<file path="config.mk">
export PLATFORM = sky130hd
export DESIGN_NAME = kernel_cache_loader
export DESIGN_NICKNAME = d
export VERILOG_FILES = /design/src/rtl/kcl_pkg.sv /design/src/rtl/kcl_row_packer.sv /design/src/rtl/kernel_cache_loader.sv
export SDC_FILE = /design/constraint.sdc
export NUM_CORES = 1
export LEC_CHECK = 0
export BUFFER_PORTS_ARGS = -buffer_cell sky130_fd_sc_hd__clkbuf_2
export CORE_MARGIN = 2
export CORE_UTILIZATION = 47
export DETAILED_ROUTE_END_ITERATION = 10
export PLACE_DENSITY = 0.82
export SYNTH_ARGS = -nofsm -noshare
export SYNTH_HDL_FRONTEND = slang
export SYNTH_SLANG_ARGS = --single-unit
</file>
<file path="constraint.sdc">
create_clock -name clk -period 2.35 [get_ports clk]
set_input_delay 0.1175 -clock clk [delete_from_list [all_inputs] [get_ports clk]]
set_output_delay 0.1175 -clock clk [all_outputs]
set_load 0.02 [all_outputs]
</file>
<file path="src/rtl/kcl_pkg.sv">
// kcl_pkg: shared kernel-cache geometry and loader state encoding.
// ROWS and ROW_W are also consumed by the ALU and its bench.
package kcl_pkg;
  localparam int ROWS        = 3;
  localparam int ROW_W       = 24;
  localparam int NIB_PER_ROW = 6;
  localparam int NIBBLES     = ROWS * NIB_PER_ROW;

  typedef enum logic [1:0] {
    IDLE,
    REQ,
    WAIT,
    DONE
  } state_t;
endpackage

</file>
<file path="src/rtl/kcl_row_packer.sv">
// kcl_row_packer: row/nibble counters that drop each fetched nibble into the
// kernel rows, MSB-first, and flag the final nibble of a load.
module kcl_row_packer
  import kcl_pkg::*;
#(
  parameter int BUS = 4
) (
  input  logic             clk,
  input  logic             rst,
  input  logic             clear,
  input  logic             wr_en,
  input  logic [BUS-1:0]   wr_data,
  output logic [ROW_W-1:0] rows [0:ROWS-1],
  output logic             last
);
  localparam int ROW_CW = $clog2(ROWS);
  localparam int COL_CW = $clog2(NIB_PER_ROW);

  logic [ROW_CW-1:0] row_q;
  logic [COL_CW-1:0] col_q;

  assign last = (row_q == ROW_CW'(ROWS - 1)) && (col_q == COL_CW'(NIB_PER_ROW - 1));

  // NOTE: the rows feed the ALU combinationally, so they are reset like any
  // other output register rather than left as uninitialised storage.
  always_ff @(posedge clk or posedge rst) begin
    if (rst) begin
      row_q <= '0;
      col_q <= '0;
      for (int r = 0; r < ROWS; r++) rows[r] <= '0;
    end else if (clear) begin
      row_q <= '0;
      col_q <= '0;
    end else if (wr_en) begin
      // NOTE: non-blocking assignments keep the write slot and the counter
      // advance both based on the pre-edge counter values.
      for (int r = 0; r < ROWS; r++)
        for (int c = 0; c < NIB_PER_ROW; c++)
          if (int'(row_q) == r && int'(col_q) == c)
            rows[r][ROW_W-1-BUS*c -: BUS] <= wr_data;
      if (col_q == COL_CW'(NIB_PER_ROW - 1)) begin
        col_q <= '0;
        row_q <= row_q + ROW_CW'(1);
      end else begin
        col_q <= col_q + COL_CW'(1);
      end
    end
  end
endmodule

</file>
<file path="src/rtl/kernel_cache_loader.sv">
// kernel_cache_loader: fetches an 18-nibble kernel from memory into the ALU cache.
// Define KCL_CHECKSUM_EN to add a modulo-256 checksum output of each completed load.
module kernel_cache_loader
  import kcl_pkg::*;
#(
  parameter int BUS    = 4,
  parameter int ADDR_W = 8
) (
  input  logic              clk,
  input  logic              rst,
  input  logic              start,
  input  logic [ADDR_W-1:0] base_addr,
  input  logic              flush,
  output logic              mem_req,
  output logic [ADDR_W-1:0] mem_addr,
  input  logic              mem_ack,
  input  logic [BUS-1:0]    mem_rdata,
  output logic [ROW_W-1:0]  cache [0:ROWS-1],
  output logic              cache_valid,
  output logic              busy,
  output logic              done
`ifdef KCL_CHECKSUM_EN
  ,
  output logic [7:0]        checksum
`endif
);
  state_t state;
  logic   accept;
  logic   wr_en;
  logic   last;

  // Flush outranks both a new request and a returning nibble.
  assign accept = (state == IDLE) && start && !flush;
  assign wr_en  = (state == WAIT) && mem_ack && !flush;

  kcl_row_packer #(.BUS(BUS)) u_packer (
    .clk     (clk),
    .rst     (rst),
    .clear   (accept),
    .wr_en   (wr_en),
    .wr_data (mem_rdata),
    .rows    (cache),
    .last    (last)
  );

  always_ff @(posedge clk or posedge rst) begin
    if (rst) begin
      state       <= IDLE;
      mem_req     <= 1'b0;
      mem_addr    <= '0;
      cache_valid <= 1'b0;
      busy        <= 1'b0;
      done        <= 1'b0;
    end else if (flush) begin
      state       <= IDLE;
      mem_req     <= 1'b0;
      cache_valid <= 1'b0;
      busy        <= 1'b0;
      done        <= 1'b0;
    end else begin
      case (state)
        IDLE: if (start) begin
          state       <= REQ;
          mem_addr    <= base_addr;
          mem_req     <= 1'b1;
          busy        <= 1'b1;
          cache_valid <= 1'b0;
        end
        REQ: state <= WAIT;
        WAIT: if (mem_ack) begin
          if (last) begin
            state       <= DONE;
            mem_req     <= 1'b0;
            busy        <= 1'b0;
            done        <= 1'b1;
            cache_valid <= 1'b1;
          end else begin
            state    <= REQ;
            mem_addr <= mem_addr + ADDR_W'(1);
          end
        end
        DONE: begin
          state <= IDLE;
          done  <= 1'b0;
        end
      endcase
    end
  end

`ifdef KCL_CHECKSUM_EN
  logic [7:0] sum_q;

  always_ff @(posedge clk or posedge rst) begin
    if (rst) begin
      sum_q    <= '0;
      checksum <= '0;
    end else if (accept) begin
      sum_q <= '0;
    end else if (wr_en) begin
      sum_q <= sum_q + 8'(mem_rdata);
      if (last) checksum <= sum_q + 8'(mem_rdata);
    end
  end
`endif
endmodule

</file>
* Yosys cells after proc, flatten, opt, wreduce, memory -nomap -nowiden
Cells that the tools add are included.
** Storage, ports and cells
- Register bits after elaboration :: 90
- Logic and storage cells :: 130
- Output and inout port bits :: 84
- Input bits :: 17
** Cells by class
- $add $sub $neg :: 3
- Reductions and logical operators :: 55
- Mux-type cells :: 27
- Eq/ne operators :: 18
- Bitwise logic cells :: 2
** Operators with widths (count)
- $reduce_and 3->1 :: 19
- $mux 8 :: 3
- $logic_and 1x1->1 :: 23
- $pmux 8 s2 :: 1
- $eq 3x3->1 const B :: 5
- $mux 2 :: 7
- $eq 2x2->1 const B :: 5
- $mux 1 :: 9
- $mux 3 :: 3
- $ne 3x3->1 const B :: 3
- $add 8x1->8 const B :: 1
- $pmux 2 s4 :: 1
- $ne 2x2->1 const B :: 3
- $pmux 1 s2 :: 3
- $reduce_bool 2->1 :: 3
- $reduce_bool 3->1 :: 2
- $reduce_and 5->1 :: 1
- $logic_not 2->1 :: 2
- $reduce_and 2->1 :: 2
- $reduce_and 4->1 :: 1
- $add 3x1->3 const B :: 1
- $eq 3x2->1 const B :: 1
- $logic_not 3->1 :: 1
- $add 2x1->2 const B :: 1
- other kinds (3) :: 4

* Logic depth before layout (Yosys ltp)
Gate-level depths: netlist of run 1.
- Depth after elaboration :: 6
- Gate-level depth with buffers :: 7

* Modules after synthesis
Synthesis of run 1 repeated with hierarchy kept, for this count alone.
** Second synthesis, totals
- Cell total of the unflattened synthesis :: 297
- Area total of the unflattened synthesis :: 4017.6 sq um
** Modules (own cells, without submodules)
- kcl_row_packer :: times used 1, area an instance 3238.1 sq um, cells an instance 210, sequential area each 1926.8 sq um
- kernel_cache_loader :: times used 1, area an instance 779.5 sq um, cells an instance 87, sequential area each 325.3 sq um

* Least setup slack after synthesis of run 1
No wires, ideal clock.
- Kind :: register to register
- Start :: register u_packer.row_q[0]
- End :: register mem_addr[2]
- Stages on the path, launching flop included :: 8
- Setup slack :: 0.723 ns
- Path buffers :: 1
- Setup time :: 0.129 ns
- Required time :: 2.221 ns
- Arrival :: 1.498 ns
- Cells stage by stage :: dfrtp_1 inv_1 ha_1 and4b_4 a221o_1 buf_2 o21ai_0 o21ai_0
** On the way
- Word-level cells in the longest chain between the ends :: 4
** RTL lines
- start: declaration :: line kcl_row_packer.sv:19 : logic [ROW_CW-1:0] row_q;
- start signal: assignment :: line kcl_row_packer.sv:43 : row_q <= row_q + ROW_CW'(1);
- $eq 2x2->1 :: line kcl_row_packer.sv:22 : assign last = (row_q == ROW_CW'(ROWS - 1)) && (col_q == COL_CW'(NIB_PER_ROW - 1));
- $logic_and 1x1->1 :: line kcl_row_packer.sv:22
- $ne 2x2->1 (no source line)
- $reduce_and 5->1 (no source line)
- end signal: assignment :: line kernel_cache_loader.sv:64 : mem_addr <= base_addr;
- end signal: assignment :: line kernel_cache_loader.sv:79 : mem_addr <= mem_addr + ADDR_W'(1);
- end: declaration :: line kernel_cache_loader.sv:15 : output logic [ADDR_W-1:0] mem_addr,
No other way between the ends.
A chain may end at the register's enable or synchronous reset.

* Worst setup path after layout of run 1
- Start :: register state[0]
- End :: register u_packer.rows[67] (netlist bit)
** On the way
- Word-level cells in the longest chain between the ends :: 5
- Elaborated cells between the ends (all ways) :: 8
- Those cells by class :: eq/ne (1); bitwise (1); reduce/logical (6)
** RTL lines
- start: declaration :: line kernel_cache_loader.sv:27 : state_t state;
- start signal: assignment :: line kernel_cache_loader.sv:48 : state <= IDLE;
- start signal: assignment :: line kernel_cache_loader.sv:55 : state <= IDLE;
- start signal: assignment :: line kernel_cache_loader.sv:63 : state <= REQ;
- $logic_not 2->1 :: line kernel_cache_loader.sv:33 : assign accept = (state == IDLE) && start && !flush;
- $logic_and 1x1->1 (2 in series) :: line kernel_cache_loader.sv:33
- $not 1->1 (no source line)
- $reduce_and 3->1 (no source line) *
- end signal: indexed assignment :: line kcl_row_packer.sv:40 : rows[r][ROW_W-1-BUS*c -: BUS] <= wr_data;
- end: declaration :: line kcl_row_packer.sv:13 : output logic [ROW_W-1:0] rows [0:ROWS-1],
Every way passes the cells marked *; elsewhere a longest branch is shown, timed or not.

==> results of run 1 <==
[registers in the layout, summed over array words and instances (netlist names)]
name / count
busy: 1
cache_valid: 1
state: 2
u_packer.row_q: 2
done: 1
u_packer.col_q: 3
u_packer.rows: 72
mem_addr: 8
[area by class of cell]
cell class                 instances  share of cell area
multi-input combinational        180               0.313
sequential                        90               0.482
clock buffer                       9              0.0265
clock inverter                     7              0.0217
timing repair buffer             106               0.124
inverter                           7             0.00642
tap                              102              0.0273
[worst register-to-register path: cells and delay by family (launching register included)]
| kind | cells | cell delay (ns) |
|---|---|---|
| flops | 1 | 0.46 |
| mux | 1 | 0.35 |
| simple gates | 3 | 0.94 |
[report_power, final]
group	internal, mW	switching, mW
Clock	0.610	0.564
Combinational	0.141	0.239
Sequential	1.62	0.0719
Total	2.37	0.875
[per-layer routing]
layer / vias to the layer above / GRT usage / routed length [µm]
met4: 0 / 0.0580 / 108
met1: 1306 / 0.274 / 3650
met2: 90 / 0.339 / 4280
li1: 1237 / - / -
met3: 11 / 0.0754 / 620
met5: - / 0 / 0
[per-stage QoR]
step                power, mW  setup slack [ns]   util
CTS                      3.27             0.497  0.599
global placement         2.08             0.583  0.566
finish                   3.24             0.492  0.599
global route             3.39             0.360  0.599
detailed placement       2.10             0.544  0.566
floorplan                1.95             0.723      -
[synthesized netlist by cell type (2+ instances only)]
master and count:
nor3_1 2, a21oi_1 11, o21ai_0 14, nand4_1 3
and2_1 3, buf_4 2, nand2_1 23, inv_1 7
clkbuf_1 6, nand2b_1 2, a2bb2oi_1 4, ha_1 5
dfrtp_1 90, nor2b_1 2, buf_2 4, nand3_1 5
a22o_1 2, mux2i_1 2, and3_1 2, nor3b_1 3
mux2_2 72, nor2_1 8
[cell families after synthesis]
family	synth area share
adders and majority gates	0.0164
AOI/OAI and AO/OA	0.0653
DFF	0.591
buffers and inverters	0.0250
muxes	0.218
and+or+nand+nor	0.0844
[cells in the final DEF, fill, tap and decap left out, types with 2 or more instances in the layout]
cell,instances
clkbuf_2,100
dfrtp_1,90
mux2_2,72
nand2_1,23
o21ai_0,14
a21oi_1,11
clkbuf_8,9
nor2_1,8
inv_1,6
nand3_1,5
ha_1,5
a2bb2oi_1,4
and2_1,3
nor3b_1,3
nand4_1,3
dlygate4sd3_1,3
nand2b_1,2
nor2b_1,2
mux2i_1,2
nor3_1,2
a22o_1,2
clkinvlp_4,2
and3_1,2
bufinv_16,2
buf_12,2
[worst min-delay path by stage]
stage	startpoint	to	cells after the start
2_1_floorplan	flush	cache_valid$_DFFE_PP0P_	1
3_3_place_gp	rst	u_packer.rows[38]$_DFFE_PP0P_	2
3_5_place_dp	rst	u_packer.rows[38]$_DFFE_PP0P_	2
4_1_cts	base_addr[2]	mem_addr[2]$_DFFE_PP0P_	3
5_1_grt	base_addr[2]	mem_addr[2]$_DFFE_PP0P_	3
6_report	base_addr[2]	mem_addr[2]$_DFFE_PP0P_	3
==> results.md, run 1 <==
* Slew headroom at 0.529
* LEAKAGE at 2.49 nW
* Worst path max stage delay at 0.46 ns
* DR vias at 2644
* Total wire length at 8650 µm
* Reg2Reg Launch Point: state[0]$_DFFE_PP0P_
* Final Cell Area at 4680 µm²
* CTS buffer count at 9
* Max H-tree Level at 3
* RR Endpoint: u_packer.rows[67]$_DFFE_PP0P_
* Number of global-route vias before repair at 2774
* Layout cells sized above 1 at 0.494
* CP Buf/Inv Count at 0
* Setup TNS at 0 ns
* Worst R2R Path Depth at 4
* DP Wirelength at 6220 µm
* Initial antenna violation count at 0
* Pre-antenna DRT Iters at 4
* Critical Path Sink: u_packer.rows[67]$_DFFE_PP0P_
* Clock buffer depth at 2
* Core Box Area at 7810 µm²
* # nets final at 416
* Number of synthesized flops with an enable pin at 0
* Crit. Startpoint: state[0]$_DFFE_PP0P_
* DIE AREA at 8850 µm²
* Die extent in y at 94.1 µm
* Final ANT Viol Nets at 0
* Seq/Total Area, Yosys at 0.591
* 1st-iter DRT viols at 153
* Ys flop type: dfrtp_1
* Crit Path Class: register to register
* Final worst-path cycle share at 0.791
* Syn Area/Cell at 13.1 µm²
* Startpoint Class: register
* Post-synth cell types at 40
* Synth top area cells: dfrtp_1 (59%), mux2_2 (21%), nand2_1 (2.3%)
* Dpl cell area at 4420 µm²
* Yosys warns at 0
* Post-synth ARST share at 1.00
* Arr. time, crit path at 2.10 ns
* CTS Sinks at 90
* Area of the multi-input gates at 1460 µm²
* Max Freq at 538 MHz
* Slew at the pin closest to its max-slew limit at 0.706 ns
* CP top delay family: simple AND/OR/NAND/NOR gates
* Global placer's final weighted congestion at 0.787
* FP Rows at 32
* Worst Clk Skew at 0.00939 ns
* PortBufs at 100
* Antenna fix cells at 0
* Max Cap Viol at 0
* Critical Path RT at 2.59 ns
* Synth Register Bits at 90
* Max VDD drop at 606 µV
* First-pass GRT wire length at 14200 µm
* Via-per-instance ratio at 5.28
* GRT Total Usage at 0.212
* Clk slew on worst S/H paths at 0.09 ns
* Syn_nets at 312
* Cell area after synthesis at 3810 µm²
* Largest net degree at the start of global routing at 41
* Gate Count Post-Synth at 290
* Period minus WS final at 1.86 ns
* Area grow syn2layout at 22.7%
* Total grt overflow at 0
* Unrepaired setup endpoints after global routing: no
* Slew Limit Fails at 0
* CP Cell Sequence: and4bb_2 > and2_0 > nand2_1 > mux2_2
* Final hold vios at 0
* Status: complete, no violations
* Pwr dens at 693 nW/µm²
* Crit end category: register
* IO Count at 101
* Initial Util at 0.488
* FF+latch area at 2250 µm²
* Post-synth top area share at 0.591
* Hold-fix buffers, CTS at 3
* CTS tree: yes
* Flop-to-flop setup slack at 0.49 ns
* Final std cells w/o fill at 501
* Post-synth top area cell: dfrtp_1
* Number of cells on the critical path at 4
* DRC viols at 0
* Crit-path max FO at 9
* Drt wl/cell at 17.3 µm
* Setup bufs post-CTS at 0
* Final hold slack at 0.0679 ns
* Clock latency on the worst-skew pair at 0.36 ns
* Final setup fails at 0
* Hold WC Path Type: input port to register
* CTS root buffer: clkbuf_8
* # resized after CTS at 0
* CP max-delay cell: dfrtp_1
* Dpl cells at 482
* Filler cell count at 632
* Die width at 94.1 µm
Note: power is estimated with default switching activity, not from simulation.
==> run 2: changes to the inputs <==
--- a/config.mk
+++ b/config.mk
@@ -7,9 +7,9 @@
 export LEC_CHECK = 0
 export BUFFER_PORTS_ARGS = -buffer_cell sky130_fd_sc_hd__clkbuf_2
 export CORE_MARGIN = 2
-export CORE_UTILIZATION = 47
+export CORE_UTILIZATION = 52
 export DETAILED_ROUTE_END_ITERATION = 10
-export PLACE_DENSITY = 0.82
+export PLACE_DENSITY = 0.86
 export SYNTH_ARGS = -nofsm -noshare
 export SYNTH_HDL_FRONTEND = slang
 export SYNTH_SLANG_ARGS = --single-unit
==> constraint.sdc (replaced) <==
create_clock -name clk -period 1.93 [get_ports clk]
set_input_delay 0.0965 -clock clk [delete_from_list [all_inputs] [get_ports clk]]
set_output_delay 0.0965 -clock clk [all_outputs]
set_load 0.02 [all_outputs]
==> run 2 against run 1 <==
  * Critical path depth decreased by 1
  * Sequential share of layout area increased by 0.69 points
  * Sequential power increased by 21%
  * Clock power about the same
  * Critical path type unchanged
==> results.md, run 2 (same netlist as run 1, synthesis figures left out) <==
* FP Rows at 31
* Global placer's final weighted congestion at 0.832
* Initial Util at 0.531
* Dpl cells at 480
* PortBufs at 100
* Worst Clk Skew at 0.0110 ns
* Final ANT Viol Nets at 0
* Pwr dens at 794 nW/µm²
* Crit Path Class: register to register
* DIE AREA at 8030 µm²
* DP Wirelength at 5960 µm
* Largest net degree at the start of global routing at 91
* Flop pwr share at 0.561
* Sw frac at 0.288
* CTS buffer count at 9
* Most flop-heavy register: u_packer.rows
* CP Cell Sequence: nor3b_1 > nand2_1 > mux2_2
* CP max-delay cell: nor3b_1
* Max reg flops at 72
* Setup bufs post-CTS at 0
* CP Buf/Inv Count at 0
* Pre-antenna DRT Iters at 6
* Post-layout util at 0.643
* CTS Sinks at 90
* 1st-iter DRT viols at 129
* Comb power frac at 0.127
* Setup TNS at 0 ns
* Slew headroom at 0.593
* # nets final at 417
* Regs by FF count: u_packer.rows: 72 flops, mem_addr: 8 flops, u_packer.col_q: 3 flops
* CTS tree: yes
* Clk pwr share at 0.312
* Final hold vios at 0
* Layout cells sized above 1 at 0.491
* Psw at 1.05 mW
* Dpl cell area at 4410 µm²
* Critical Path RT at 2.17 ns
* Die width at 89.6 µm
* GRT Total Usage at 0.214
* Final std cells w/o fill at 498
* Max H-tree Level at 3
* Slew Limit Fails at 0
* Crit end category: register
* Clock buffer depth at 2
* Antenna fix cells at 0
* Die extent in y at 89.6 µm
* Number of global-route vias before repair at 2604
* Total grt overflow at 0
* Max Cap Viol at 0
* Power Internal at 2.61 mW
* Slew at the pin closest to its max-slew limit at 0.610 ns
* LEAKAGE at 2.45 nW
* Worst path max stage delay at 0.56 ns
* Clk slew on worst S/H paths at 0.09 ns
* Startpoint Class: register
* Hold WC Path Type: input port to register
* Final hold slack at 0.0505 ns
* Status: complete, no violations
* Final setup fails at 0
* Area grow syn2layout at 21.0%
* Core Box Area at 7180 µm²
* Period minus WS final at 1.78 ns
* Max Freq at 561 MHz
* CTS root buffer: clkbuf_8
* DR vias at 2713
* First-pass GRT wire length at 12900 µm
* Crit-path max FO at 11
* Final worst-path cycle share at 0.924
* IO Count at 101
* CP top delay family: simple AND/OR/NAND/NOR gates
* Most frequent cells in the layout: clkbuf_2 (100), dfrtp_1 (90), mux2_2 (72)
* Total wire length at 8360 µm
* DRC viols at 0
* Via-per-instance ratio at 5.45
* Drt wl/cell at 16.8 µm
* Unrepaired setup endpoints after global routing: no
* Most common cell after layout, fill and taps aside: clkbuf_2
* Max VDD drop at 551 µV
* Arr. time, crit path at 2.02 ns
* Final Cell Area at 4610 µm²
* Initial antenna violation count at 0
* Clock latency on the worst-skew pair at 0.36 ns
-- run 2: cell types whose count changed in the layout (fill, tap and decap cells not counted) --
| cell | change |
|---|---|
| buf_4 | +2 |
| bufinv_16 | -2 |
| clkinvlp_4 | +2 |
| buf_12 | -1 |
| clkbuf_1 | +1 |
| clkinv_2 | -1 |
| inv_8 | -1 |
-- run 2: path summary, 6_finish.rpt --
path | start | end | slack (ns) | cells after the start
max | u_packer.col_q[0]$_DFFE_PP0P_ | u_packer.rows[16]$_DFFE_PP0P_ | 0.15 | 3
min | base_addr[2] | mem_addr[2]$_DFFE_PP0P_ | 0.05 | 3
max reg2reg | u_packer.col_q[0]$_DFFE_PP0P_ | u_packer.rows[16]$_DFFE_PP0P_ | 0.15 | 3
min reg2reg | u_packer.rows[28]$_DFFE_PP0P_ | u_packer.rows[28]$_DFFE_PP0P_ | 0.51 | 1
max in group asynchronous | rst | busy$_DFFE_PP0P_ | 1.15 | 4
min in group asynchronous | rst | u_packer.rows[22]$_DFFE_PP0P_ | 0.42 | 4
-- run 2: routing by layer --
layer  vias to the layer above  part of all wire  global-route usage  wire length (µm)
met5                         -                 0                   0                 0
met4                         0             0.012              0.0746                97
met3                        12             0.074              0.0686               620
met2                        93              0.48               0.337              4020
met1                      1364              0.43               0.281              3630
li1                       1244                 -                   -                 -
-- run 2: tightest hold or removal path, delay by kind of cell --
family,cells,cell delay [ns]
AOI/OAI and AO/OA,2,0.18
buffers and inverters,1,0.09
-- run 2: final cells by class --
class,count,area (µm²)
flip-flops and latches,90,2250
multi-input cells,180,1460
repair buffers,107,573
well taps,99,124
clock inverters,5,40.0
clock buffers,10,128
fillers,582,2560
inverters,7,30.0
-- run 2: power groups by stage --
stage / Clock (mW) / Sequential (mW) / Combinational [mW]
after global routing: 1.24 / 2.07 / 0.511
after floorplan: 0 / 2.17 / 0.204
after detailed placement: 0 / 2.09 / 0.465
after global placement: 0 / 2.08 / 0.454
after CTS: 1.16 / 2.05 / 0.470
final: 1.14 / 2.05 / 0.464
-- run 2: what timing repair did --
action	4_1_cts	5_1_grt
gates resized for setup	0	0
hold buffers	3	0
setup endpoints to repair	0	0
hold endpoints to repair	95	0
-- run 2: per-stage QoR --
stage	total power [mW]	setup WS (ns)
after detailed placement	2.55	0.172
after CTS	3.69	0.156
after floorplan	2.37	0.303
after global routing	3.82	0.0464
after global placement	2.54	0.225
final	3.66	0.146
==> run 3: changes to the inputs <==
--- a/config.mk
+++ b/config.mk
@@ -6,6 +6,7 @@
 export NUM_CORES = 1
 export LEC_CHECK = 0
 export BUFFER_PORTS_ARGS = -buffer_cell sky130_fd_sc_hd__clkbuf_2
+export CORE_ASPECT_RATIO = 0.6
 export CORE_MARGIN = 2
 export CORE_UTILIZATION = 52
 export DETAILED_ROUTE_END_ITERATION = 10
==> run 3 against run 2 <==
  * Sequential power about the same
  * Worst setup slack got worse by 0.042 ns
  * Cell area increased by 2.7%
  * First-iteration DRC count decreased by 10%
  * Clock skew decreased by 0.0013 ns
  * Die area increased by 0.28%
  * Worst hold slack improved by 0.013 ns
  * Power increased by 16%
  * Critical path depth increased by 3
  * Clock power increased by 50%
  * Core utilization increased by 1.7 points
  * Clock-buffer cell count decreased by 1
  * Largest power group unchanged
==> results.md, run 3 (same netlist as run 1, synthesis figures left out) <==
* Status: complete, no violations
* Crit-path max FO at 7
* Reg2Reg Launch Point: u_packer.row_q[0]$_DFFE_PP0P_
* GRT Total Usage at 0.228
* DIE AREA at 8050 µm²
* Max H-tree Level at 3
* Final hold vios at 0
* PortBufs at 100
* Clock latency on the worst-skew pair at 0.34 ns
* Clk slew on worst S/H paths at 0.06 ns
* CTS root buffer: clkbuf_16
* Die extent in y at 70.3 µm
* Filler cell count at 564
* Total wire length at 8610 µm
* Max reg flops at 72
* Worst Clk Skew at 0.00974 ns
* Crit Path Class: input port to register
* Slew at the pin closest to its max-slew limit at 0.470 ns
* Area grow syn2layout at 24.2%
* CTS Sinks at 90
* Most common cell after layout, fill and taps aside: clkbuf_2
* LEAKAGE at 2.52 nW
* Antenna fix cells at 0
* Crit. Startpoint: flush
* Global placer's final weighted congestion at 0.880
* Unrepaired setup endpoints after global routing: no
* Layout cells sized above 1 at 0.495
* Pre-antenna DRT Iters at 4
* DRC viols at 0
* Via-per-instance ratio at 5.44
* Flop pwr share at 0.486
* Power Internal at 3.14 mW
* Clk pwr share at 0.403
* Dpl cells at 473
* 1st-iter DRT viols at 116
* CP max-delay cell: dlygate4sd3_1
* Final std cells w/o fill at 491
* Final setup fails at 0
* Drt wl/cell at 17.5 µm
* Number of global-route vias before repair at 2711
* FF+latch area at 2250 µm²
* Crit end category: register
* CTS buffer count at 9
* Uppermost routed layer: met4
* CTS tree: yes
* Arr. time, crit path at 2.05 ns
* Flop-to-flop setup slack at 0.13 ns
* Initial antenna violation count at 0
* Area of the multi-input gates at 1460 µm²
* Most frequent cells in the layout: clkbuf_2 (100), dfrtp_1 (90), mux2_2 (72)
* Max Cap Viol at 0
* Worst R2R Path Depth at 6
* DR WL met3 at 594 µm
* Sw frac at 0.260
* Pwr dens at 897 nW/µm²
* Comb power frac at 0.111
* IO Count at 101
* Critical Path RT at 2.15 ns
* Die width at 115 µm
* Clock buffer depth at 2
* Final ANT Viol Nets at 0
* Worst path max stage delay at 0.54 ns
* DP Wirelength at 6000 µm
* Slew headroom at 0.687
* Psw at 1.10 mW
* Regs by FF count: u_packer.rows: 72 flops, mem_addr: 8 flops, u_packer.col_q: 3 flops
* Slew Limit Fails at 0
* Core Box Area at 7180 µm²
* Wire length on met1 at 4070 µm
* CP Cell Sequence: dlygate4sd3_1 > clkbuf_2 > and4bb_2 > and2_0 > nand2_1 > mux2_2
* Final worst-path cycle share at 0.946
* Startpoint Class: input port
* FP Rows at 24
* Max Freq at 548 MHz
* RR Endpoint: mem_addr[2]$_DFFE_PP0P_
* # nets final at 418
* Setup TNS at 0 ns
* Period minus WS final at 1.83 ns
* Total grt overflow at 0
* # resized after CTS at 0
* Met2 wire length at 3860 µm
* DR vias at 2670
* First-pass GRT wire length at 13900 µm
* Hold WC Path Type: input port to register
* Initial Util at 0.531
* Critical Path Sink: u_packer.rows[49]$_DFFE_PP0P_
* Most flop-heavy register: u_packer.rows
* Max VDD drop at 514 µV
* Largest net degree at the start of global routing at 91
-- run 3: changes by cell type in the layout (fill, tap and decap cells not counted) --
cell | before | now
clkbuf_1 | 1 | 0
clkbuf_8 | 9 | 0
clkinvlp_4 | 4 | 2
clkbuf_16 | 0 | 9
inv_6 | 1 | 0
buf_4 | 3 | 4
clkinv_2 | 0 | 1
bufinv_16 | 0 | 1
clkinv_4 | 1 | 3
-- run 3: how the worst min path moves through the flow --
stage / from / endpoint / slack [ns] / cells after the start
detailed placement: rst / cache_valid$_DFFE_PP0P_ / 0.27 / 3
finish: base_addr[2] / mem_addr[2]$_DFFE_PP0P_ / 0.06 / 3
CTS: base_addr[2] / mem_addr[2]$_DFFE_PP0P_ / 0.06 / 3
global placement: rst / busy$_DFFE_PP0P_ / 0.25 / 3
floorplan: flush / cache_valid$_DFFE_PP0P_ / 0.16 / 1
global route: base_addr[2] / mem_addr[2]$_DFFE_PP0P_ / 0.08 / 3
-- run 3: cell type report --
cell class | count | area share
clock inverter | 6 | 0.0145
multi-input combinational | 180 | 0.309
inverter | 7 | 0.00634
sequential | 90 | 0.476
clock buffer | 9 | 0.0476
tap | 91 | 0.0240
timing repair buffer | 108 | 0.123
-- run 3: routing by layer --
layer / GRT usage / vias to the layer above
li1: - / 1247
met1: 0.317 / 1338
met2: 0.329 / 76
met3: 0.0981 / 9
met4: 0.0583 / 0
met5: 0 / -
-- run 3: timing repair --
action	CTS	global route
endpoints found under the hold margin	95	0
buffers inserted	0	0
hold buffers	3	0
-- run 3: critical path: cells and delay by family --
kind / cells / cell delay, ns
buffers and inverters: 2 / 0.70
and+or+nand+nor: 3 / 0.92
muxes: 1 / 0.32
-- run 3: stage by stage --
step / worst slack, ns / power [mW] / util / instance area (µm²) / hold WS [ns]
after floorplan: 0.303 / 2.37 / - / 3810 / 0.160
after global placement: 0.228 / 2.54 / 0.615 / 4410 / 0.251
after detailed placement: 0.166 / 2.56 / 0.615 / 4410 / 0.266
after CTS: 0.118 / 4.28 / 0.660 / 4730 / 0.0583
after global routing: 0.00274 / 4.42 / 0.660 / 4730 / 0.0808
final: 0.105 / 4.25 / 0.660 / 4730 / 0.0638
-- run 3: power by group through the flow --
stage,sequential (mW),combinational [mW],clock [mW]
5_1_grt,2.07,0.514,1.83
2_1_floorplan,2.17,0.204,0
6_report,2.06,0.471,1.71
3_5_place_dp,2.09,0.468,0
4_1_cts,2.06,0.474,1.75
3_3_place_gp,2.09,0.453,0
